`config.mk`:
```
export PLATFORM = sky130hd
export DESIGN_NAME = counter_arbiter
export DESIGN_NICKNAME = d
export VERILOG_FILES = /design/src/rtl/counter_arbiter.sv
export SDC_FILE = /design/constraint.sdc
export NUM_CORES = 1
export LEC_CHECK = 0
export BUFFER_PORTS_ARGS = -buffer_cell sky130_fd_sc_hd__buf_2
export CAP_MARGIN = 25
export CORE_MARGIN = 5
export CORE_UTILIZATION = 52
export DETAILED_ROUTE_END_ITERATION = 16
export PLACE_DENSITY = 0.78
export SYNTH_ARGS = -nofsm -noshare
export SYNTH_HDL_FRONTEND = slang
export SYNTH_SLANG_ARGS = --single-unit
```
`constraint.sdc`:
```
create_clock -name clock -period 4.25 [get_ports clock]
set_input_delay 1.0625 -clock clock [delete_from_list [all_inputs] [get_ports clock]]
set_output_delay 1.0625 -clock clock [all_outputs]
set_load 0.01 [all_outputs]
```
`src/rtl/counter_arbiter.sv`:
```
// counter_arbiter: round-robin owner of one shared saturating counter.
// Grants a requester, clears the counter, gates its x pulses until all ones, then pulses done.
module counter_arbiter #(
  parameter int NREQ  = 4,
  parameter int WIDTH = 4
) (
  input  logic             clock,
  input  logic             clear,
  input  logic [NREQ-1:0]  req,
  input  logic [NREQ-1:0]  x,
  input  logic [WIDTH-1:0] cnt_value,
  output logic             cnt_clear,
  output logic             cnt_enable,
  output logic [NREQ-1:0]  grant,
  output logic [NREQ-1:0]  done,
  output logic             busy
);

  localparam int IW = (NREQ > 1) ? $clog2(NREQ) : 1;

  typedef enum logic [1:0] {
    S_IDLE  = 2'd0,
    S_CLR   = 2'd1,
    S_COUNT = 2'd2,
    S_DONE  = 2'd3
  } state_t;

  state_t          state_r;
  logic [IW-1:0]   gidx_r;
  logic [IW-1:0]   last_r;
  logic [NREQ-1:0] grant_r;
  logic [NREQ-1:0] done_r;
  logic            busy_r;

  logic            z_s;
  logic            req_g_s;
  logic            x_g_s;
  logic            found_s;
  logic [IW-1:0]   win_s;

  // Round-robin search starting just after the last owner; returns {found, index}.
  function automatic logic [IW:0] rr_pick(input logic [NREQ-1:0] r, input logic [IW-1:0] last);
    logic [IW:0]   res;
    logic [IW-1:0] sel;
    int            idx;
    res = '0;
    for (int i = 1; i <= NREQ; i++) begin
      idx = (int'(last) + i) % NREQ;
      sel = IW'(idx);
      if (!res[IW] && r[sel]) begin
        res = {1'b1, sel};
      end
    end
    return res;
  endfunction

  assign z_s              = (cnt_value == {WIDTH{1'b1}});
  assign req_g_s          = req[gidx_r];
  assign x_g_s            = x[gidx_r];
  assign {found_s, win_s} = rr_pick(req, last_r);

  // The counter is held clear during reset; enable is masked by clear so both never coincide.
  assign cnt_clear  = clear | (state_r == S_CLR);
  assign cnt_enable = ~clear & (state_r == S_COUNT) & x_g_s & ~z_s;

  assign grant = grant_r;
  assign done  = done_r;
  assign busy  = busy_r;

  // Sequencer: IDLE -> CLR -> COUNT -> DONE, with abort on a dropped request.
  always_ff @(negedge clock) begin
    if (clear) begin
      state_r <= S_IDLE;
      grant_r <= '0;
      done_r  <= '0;
      busy_r  <= 1'b0;
      gidx_r  <= '0;
      last_r  <= IW'(NREQ - 1);
    end else begin
      case (state_r)
        S_IDLE: begin
          done_r <= '0;
          if (found_s) begin
            state_r <= S_CLR;
            gidx_r  <= win_s;
            grant_r <= {{(NREQ-1){1'b0}}, 1'b1} << win_s;
            busy_r  <= 1'b1;
          end else begin
            state_r <= S_IDLE;
            grant_r <= '0;
            busy_r  <= 1'b0;
          end
        end
        S_CLR: begin
          if (!req_g_s) begin
            state_r <= S_IDLE;
            grant_r <= '0;
            busy_r  <= 1'b0;
            last_r  <= gidx_r;
          end else begin
            state_r <= S_COUNT;
          end
        end
        S_COUNT: begin
          // Abort wins over saturation in the same cycle.
          if (!req_g_s) begin
            state_r <= S_IDLE;
            grant_r <= '0;
            busy_r  <= 1'b0;
            last_r  <= gidx_r;
          end else if (z_s) begin
            state_r <= S_DONE;
            done_r  <= grant_r;
          end else begin
            state_r <= S_COUNT;
          end
        end
        S_DONE: begin
          state_r <= S_IDLE;
          grant_r <= '0;
          done_r  <= '0;
          busy_r  <= 1'b0;
          last_r  <= gidx_r;
        end
        default: begin
          state_r <= S_IDLE;
          grant_r <= '0;
          done_r  <= '0;
          busy_r  <= 1'b0;
        end
      endcase
    end
  end

endmodule

```
Word level (Yosys, flattened, before mapping). Index checks and enable logic that the tools add are counted.

Add/subtract/negate cells: 4. Shifts and indexed selects: 1. Bitwise operators: 6. Equality and inequality tests: 7. Mux-type cells: 32. Order comparisons: 5. Reduce and logical (&&, ||, !) cells: 14.

Operator list (count): $mux 4 (4); $lt 2x3->1 const B (5); $bmux 1 s2 (6); $mux 3 (4); $pmux 4 s3 (1); $mux 1 (10); $pmux 2 s4 (1); $pmux 4 s2 (1); $mux 2 (3); $ne 2x2->1 const B (3); $add 2x1->2 const B (2); $add 2x2->2 const B (2); $eq 2x2->1 const B (2); $eq 4x4->1 const B (1); $pmux 2 s2 (1); $reduce_and 2->1 (2); $reduce_bool 2->1 (2); $reduce_or 2->1 (2); $shl 1x2->4 const A (1); $and 1x1->1 (3); $logic_and 1x1->1 (3); $logic_not 1->1 (3); $pmux 1 s3 (1); $reduce_and 3->1 (1); 4 further kinds (5).

Bits of input ports: 14. Output and inout bits: 11. Word-level logic and storage cells: 75. Register bits after elaboration: 15.

Longest topological paths before layout. Gate-level depths: netlist (run 1).

Depth in word-level cells: 16. Mapped depth: 6. Gate-level depth less buffers: 6.

==> results.yml, run 1 <==
floorplan:
  core_mm2: 0.00149
  initial_core_util_pct: 54.5
  pin_count: 25
  row_count: 14
  fp.dieW_um: 49.5
  die_area_mm2: 0.00245
  die_h_um: 49.5
route:
  dr_wl_met2_mm: 1.12
  ant_nets: 0
  drtIter0Drc: 26
  wl_met3_um: 197
  vias_per_cell: 5.83
  wl_mm: 2.28
  vias: 927
  drc: 0
  wl_per_cell_um: 14.4
  drt-met1-wl_um: 935
  drt_first_pass_iters: 4
  top_layer: "met4"
logic_synthesis:
  synth_top_area_share_pct: 37.0
  syn_avg_cell_area_um2: 8.91
  ys_ff_latch: 15
  syn_area_um2: 811
  synth_edf_count: 0
  ys_seq_area_share_pct: 37.0
  syn_nets: 108
  synthTopCellsByArea: "dfxtp_1, nand2_1, a21oi_1"
  synth_cell_type_count: 32
  synthArstFlopShare_pct: 0
  yosys.area.top_type: "dfxtp_1"
  synth_ff_type: "dfxtp_1"
  synth_warnings: 0
  syn_inst: 91
clocking:
  cts.sinks: 15
  h-tree-depth: 1
  root_buffer: "clkbuf_4"
  clkLatencyLatePin_ns: 0.36
  ctsLongestPathBuffers: 2
  clk_pin_slew_ns: 0.04
  cts_tree: "built"
  hold_buffers: 0
  cts_inserted_buffers: 3
global_route:
  grt_pass1_wl_mm: 3.95
  grt-ovfl-total: 0
  grt_max_degree: 23
  antenna_found_initial: 0
  track_usage_pct: 20.0
  grt_pass1_vias: 938
placement:
  io_buffer_count: 24
  place_ws_ns: -0.236
  place_hpwl_mm: 1.63
  place_area_mm2: 0.00106
  gp_congestion: 0.764
critical_path:
  crit_path_end: "cnt_enable"
  crit_required_ns: 3.19
  reg2reg_to: "grant[0]"
  crit_fanout: 2
  path_cells: "mux4_2 -> nor4bb_4 -> buf_2"
  crit_arrival_ns: 3.61
  ff2ff_path_depth: 4
  critPathMaxStageDelay_ns: 0.49
  cp_slowest_cell: "mux4_2"
  reg2reg_from: "gidx_r[0]"
  worstSetupStartpoint: "gidx_r[0]"
  reg2reg_slack_ns: 2.44
  worstSetupPathType: "flop to output pin"
  cp-end-kind: "output pin"
  cp-start-kind: "flop"
sta:
  finalClockSkew_ns: 0.0270
  worst_pin_slew_ns: 0.436
  report.final.slew_viol_count: 0
  hold_viol_final: 0
  setup_slack_ns: -0.423
  maxSlewHeadroom_pct: 70.6
  setup_viol: 2
  rsz0062_at_grt: "true"
finish:
  drive_gt1_share_pct: 39.9
  insertedDiodeCount: 0
  layout.nets: 161
  final_area_mm2: 0.00117
  syn2layout_area_growth_pct: 44.6
  postLayoutCoreUtil_pct: 78.7
min_path:
  hold_path_class: "flop to flop"
run_status:
  status: "finished with violations"
  violations: "setup timing"
pwr:
  p_per_area_mw_per_mm2: 346
  power_uw: 406
  vdd_drop_max_mv: 0.250
  leakage_uw: 0.000575
flow_run:
  cap_viol_max_count: 0
stage by stage:
step	setup TNS [ns]	hold slack, ns	instances
4_1_cts	-0.657	0.453	158
3_3_place_gp	-1.43	0.439	139
2_1_floorplan	-0.0952	0.475	91
3_5_place_dp	-1.68	0.445	139
5_1_grt	-0.804	0.491	159
6_report	-0.626	0.452	159
final cells by class:
| class | count | area, µm² |
|---|---|---|
| Fill cell | 99 | 317 |
| Sequential cell | 15 | 305 |
| Clock buffer | 3 | 22.5 |
| Inverter | 4 | 15.0 |
| Tap cell | 16 | 20.0 |
| Timing Repair Buffer | 37 | 224 |
| Multi-Input combinational cell | 68 | 526 |
| Clock inverter | 16 | 60.1 |
kinds of logic (layout without fill, tap and decap cells):
logic type                 Yosys count  after routing  share of synthesized area (%)
and+or+nand+nor                     37             37                           24.1
DFF                                 15             15                           37.0
muxes                                3              3                           7.41
AOI/OAI and AO/OA                   25             25                           22.2
adders and majority gates            3              3                           4.63
buffers and inverters                8             60                           4.63
worst max-delay path: cells and delay by family, from the launching register on:
| family | cells | cell delay (ns) |
|---|---|---|
| multiplexers | 1 | 0.49 |
| AND/OR/NAND/NOR | 1 | 0.16 |
| flip-flops | 1 | 0.34 |
| buffers and inverters | 1 | 0.15 |
per-layer routing:
layer	track usage (%)	vias to the layer above
li1	-	446
met1	23.4	429
met2	33.3	46
met3	6.63	6
met4	8.30	0
met5	0	-
flip-flops by register name, indices dropped and copies added (netlist names):
name,count
gidx_r,2
busy,1
state_r,2
grant,4
last_r,2
done,4
what timing repair did:
item | CTS | global route
endpoints found under the hold margin | 0 | 0
setup endpoints to repair | 3 | 3
pin swaps | 1 | 0
gates resized for setup | 4 | 1
setup buffers | 1 | 1
power by group:
group / switching, µW / leakage, µW / internal, µW / total (µW)
logic: 55.4 / 0.000352 / 53.1 / 109
registers: 8.68 / 0.000124 / 153 / 161
clock network: 83.7 / 0.0000990 / 52.6 / 136
cells in the final DEF, fill, tap and decap left out, types with 4 or more instances in the layout:
cell type and instances:
buf_2 23, inv_1 19, dfxtp_1 13, buf_4 13, nand2_1 11, a21oi_1 8, nor2_1 6, nand2b_1 5
nand3_1 5, nand3b_1 4
cells in the mapped netlist (2+ instances only):
cell and count:
nand3b_1 4, inv_1 5, nand2b_1 5, a21bo_2 2, a31oi_1 2, nand3_1 5
nor2_1 6, ha_1 3, clkbuf_1 2, a21oi_1 8, nand2_1 11, o41ai_1 4
dfxtp_1 15
how the worst min path moves through the flow:
stage                     cells past startpoint  startpoint         to  slack [ns]
after global routing                          2     done[3]    done[3]        0.49
after floorplan                               2   last_r[1]  last_r[1]        0.47
after CTS                                     2     done[2]    done[2]        0.45
after global placement                        2     done[1]    done[1]        0.44
final                                         2     done[2]    done[2]        0.45
after detailed placement                      2     done[3]    done[3]        0.45
Note: power is estimated with default switching activity, not from simulation.
==> run 2, diff against run 1 <==
--- a/config.mk
+++ b/config.mk
@@ -8,9 +8,10 @@
 export BUFFER_PORTS_ARGS = -buffer_cell sky130_fd_sc_hd__buf_2
 export CAP_MARGIN = 25
 export CORE_MARGIN = 5
-export CORE_UTILIZATION = 52
+export CORE_UTILIZATION = 55
+export CTS_BUF_LIST = sky130_fd_sc_hd__clkbuf_8
 export DETAILED_ROUTE_END_ITERATION = 16
-export PLACE_DENSITY = 0.78
+export PLACE_DENSITY = 0.82
 export SYNTH_ARGS = -nofsm -noshare
 export SYNTH_HDL_FRONTEND = slang
 export SYNTH_SLANG_ARGS = --single-unit
==> results.yml, run 2 (same netlist as run 1, synthesis figures left out) <==
run_status:
  status: "finished with violations"
  violations: "setup timing"
clocking:
  ctsLongestPathBuffers: 2
  hold_buffers: 0
  cts.sinks: 15
  cts_inserted_buffers: 3
  h-tree-depth: 1
  clkLatencyLatePin_ns: 0.34
  root_buffer: "clkbuf_8"
  cts_tree: "built"
  clk_pin_slew_ns: 0.06
route:
  drtIter0Drc: 37
  vias_per_cell: 5.80
  vias: 917
  ant_nets: 0
  drc: 0
  wl_per_cell_um: 15.4
  drt_first_pass_iters: 4
  wl_mm: 2.44
min_path:
  min_path_cells: 2
  holdCritStartpoint: "done[0]"
  hold_path_class: "flop to flop"
sta:
  maxSlewHeadroom_pct: 71.3
  setup_tns_ns: -0.629
  report.final.slew_viol_count: 0
  setup_slack_ns: -0.451
  worst_pin_slew_ns: 0.425
  rsz0062_at_grt: "true"
  setup_viol: 2
  hold_viol_final: 0
  finalClockSkew_ns: 0.0218
critical_path:
  crit_cells: 3
  critPathMaxStageDelay_ns: 0.51
  cp_slowest_cell: "mux4_2"
  path_cells: "mux4_2 -> nor4bb_4 -> buf_2"
  reg2reg_from: "gidx_r[0]"
  cp-start-kind: "flop"
  ff2ff_path_depth: 4
  path_buf_inv: 1
  worstSetupStartpoint: "gidx_r[0]"
  crit_required_ns: 3.19
  critical_path.top_delay_family: "multiplexers"
  worstSetupPathType: "flop to output pin"
  cp-end-kind: "output pin"
  crit_arrival_ns: 3.64
  crit_fanout: 2
pwr:
  p_per_area_mw_per_mm2: 378
  vdd_drop_max_mv: 0.354
  leakage_uw: 0.000582
  power_uw: 450
finish:
  syn2layout_area_growth_pct: 46.8
  regArea_um2: 305
  fillers: 70
  final_common_cell: "buf_2"
  fin_cells: 158
  insertedDiodeCount: 0
  drive_gt1_share_pct: 39.9
  final_cell_mix: "buf_2, inv_1, dfxtp_1, buf_4, nand2_1"
  layout.nets: 161
  multi_input_area_um2: 526
placement:
  dp.cells: 139
  place_hpwl_mm: 1.63
  place_ws_ns: -0.204
  io_buffer_count: 24
  gp_congestion: 0.759
global_route:
  grt-ovfl-total: 0
  grt_max_degree: 23
  grt_pass1_wl_mm: 4.11
  antenna_found_initial: 0
  grt_pass1_vias: 958
  track_usage_pct: 21.4
floorplan:
  row_count: 13
  core_mm2: 0.00135
  initial_core_util_pct: 60.1
  die_h_um: 48.4
  pin_count: 25
  fp.dieW_um: 48.4
  die_area_mm2: 0.00234
flow_run:
  cap_viol_max_count: 0
==> run 2: changes by cell type in the layout (fill, tap and decap cells not counted) <==
cell and delta:
clkbuf_4 -3, clkbuf_8 +3
==> run 2: worst reg2reg max path, cell delays in order, from the launching register on <==
cell and delay, ns:
dfxtp_4 0.35, buf_4 0.13, mux4_2 0.57, and2_4 0.22
o41ai_1 0.31
==> run 2: worst paths after layout <==
path                endpoint  slack (ns)
hold reg to reg      done[0]        0.45
hold / removal       done[0]        0.45
setup / recovery  cnt_enable       -0.45
setup reg to reg    grant[0]        2.55
==> run 2: stage by stage <==
stage               utilization [%]  instance area (µm²)  hold slack (ns)
floorplan                         -                  855            0.475
global placement               78.9                 1060            0.438
detailed placement             78.9                 1060            0.449
CTS                            87.6                 1180            0.452
global route                   88.1                 1190            0.474
finish                         88.1                 1190            0.451
==> run 2: final cells by class <==
| type | instances | share of cell area [%] |
|---|---|---|
| clock buffer | 3 | 3.47 |
| clock inverter | 16 | 5.05 |
| inverter | 4 | 1.26 |
| multi-input combinational | 68 | 44.2 |
| sequential | 15 | 25.7 |
| tap | 15 | 1.58 |
| timing repair buffer | 37 | 18.8 |
==> run 2: layer usage <==
layer,part of all wire (%),global-route usage (%),vias to the layer above
met5,0,0,-
met3,8.1,7.95,7
met4,1.5,13.8,0
met2,49,33.5,50
li1,-,-,442
met1,42,24.1,418
==> run 2: where the power goes <==
part | leakage [µW] | internal [µW] | switching (µW) | total [µW]
Sequential | 0.000124 | 153 | 9.32 | 162
Clock | 0.000107 | 83.1 | 93.7 | 177
Combinational | 0.000351 | 54.1 | 56.3 | 110
Total | 0.000582 | 290 | 159 | 450
==> run 2: repair_timing <==
item | in CTS | in global routing
setup buffers | 0 | 1
gates resized for setup | 5 | 0
pin swaps | 1 | 0
setup endpoints to repair | 2 | 2
hold endpoints to repair | 0 | 0
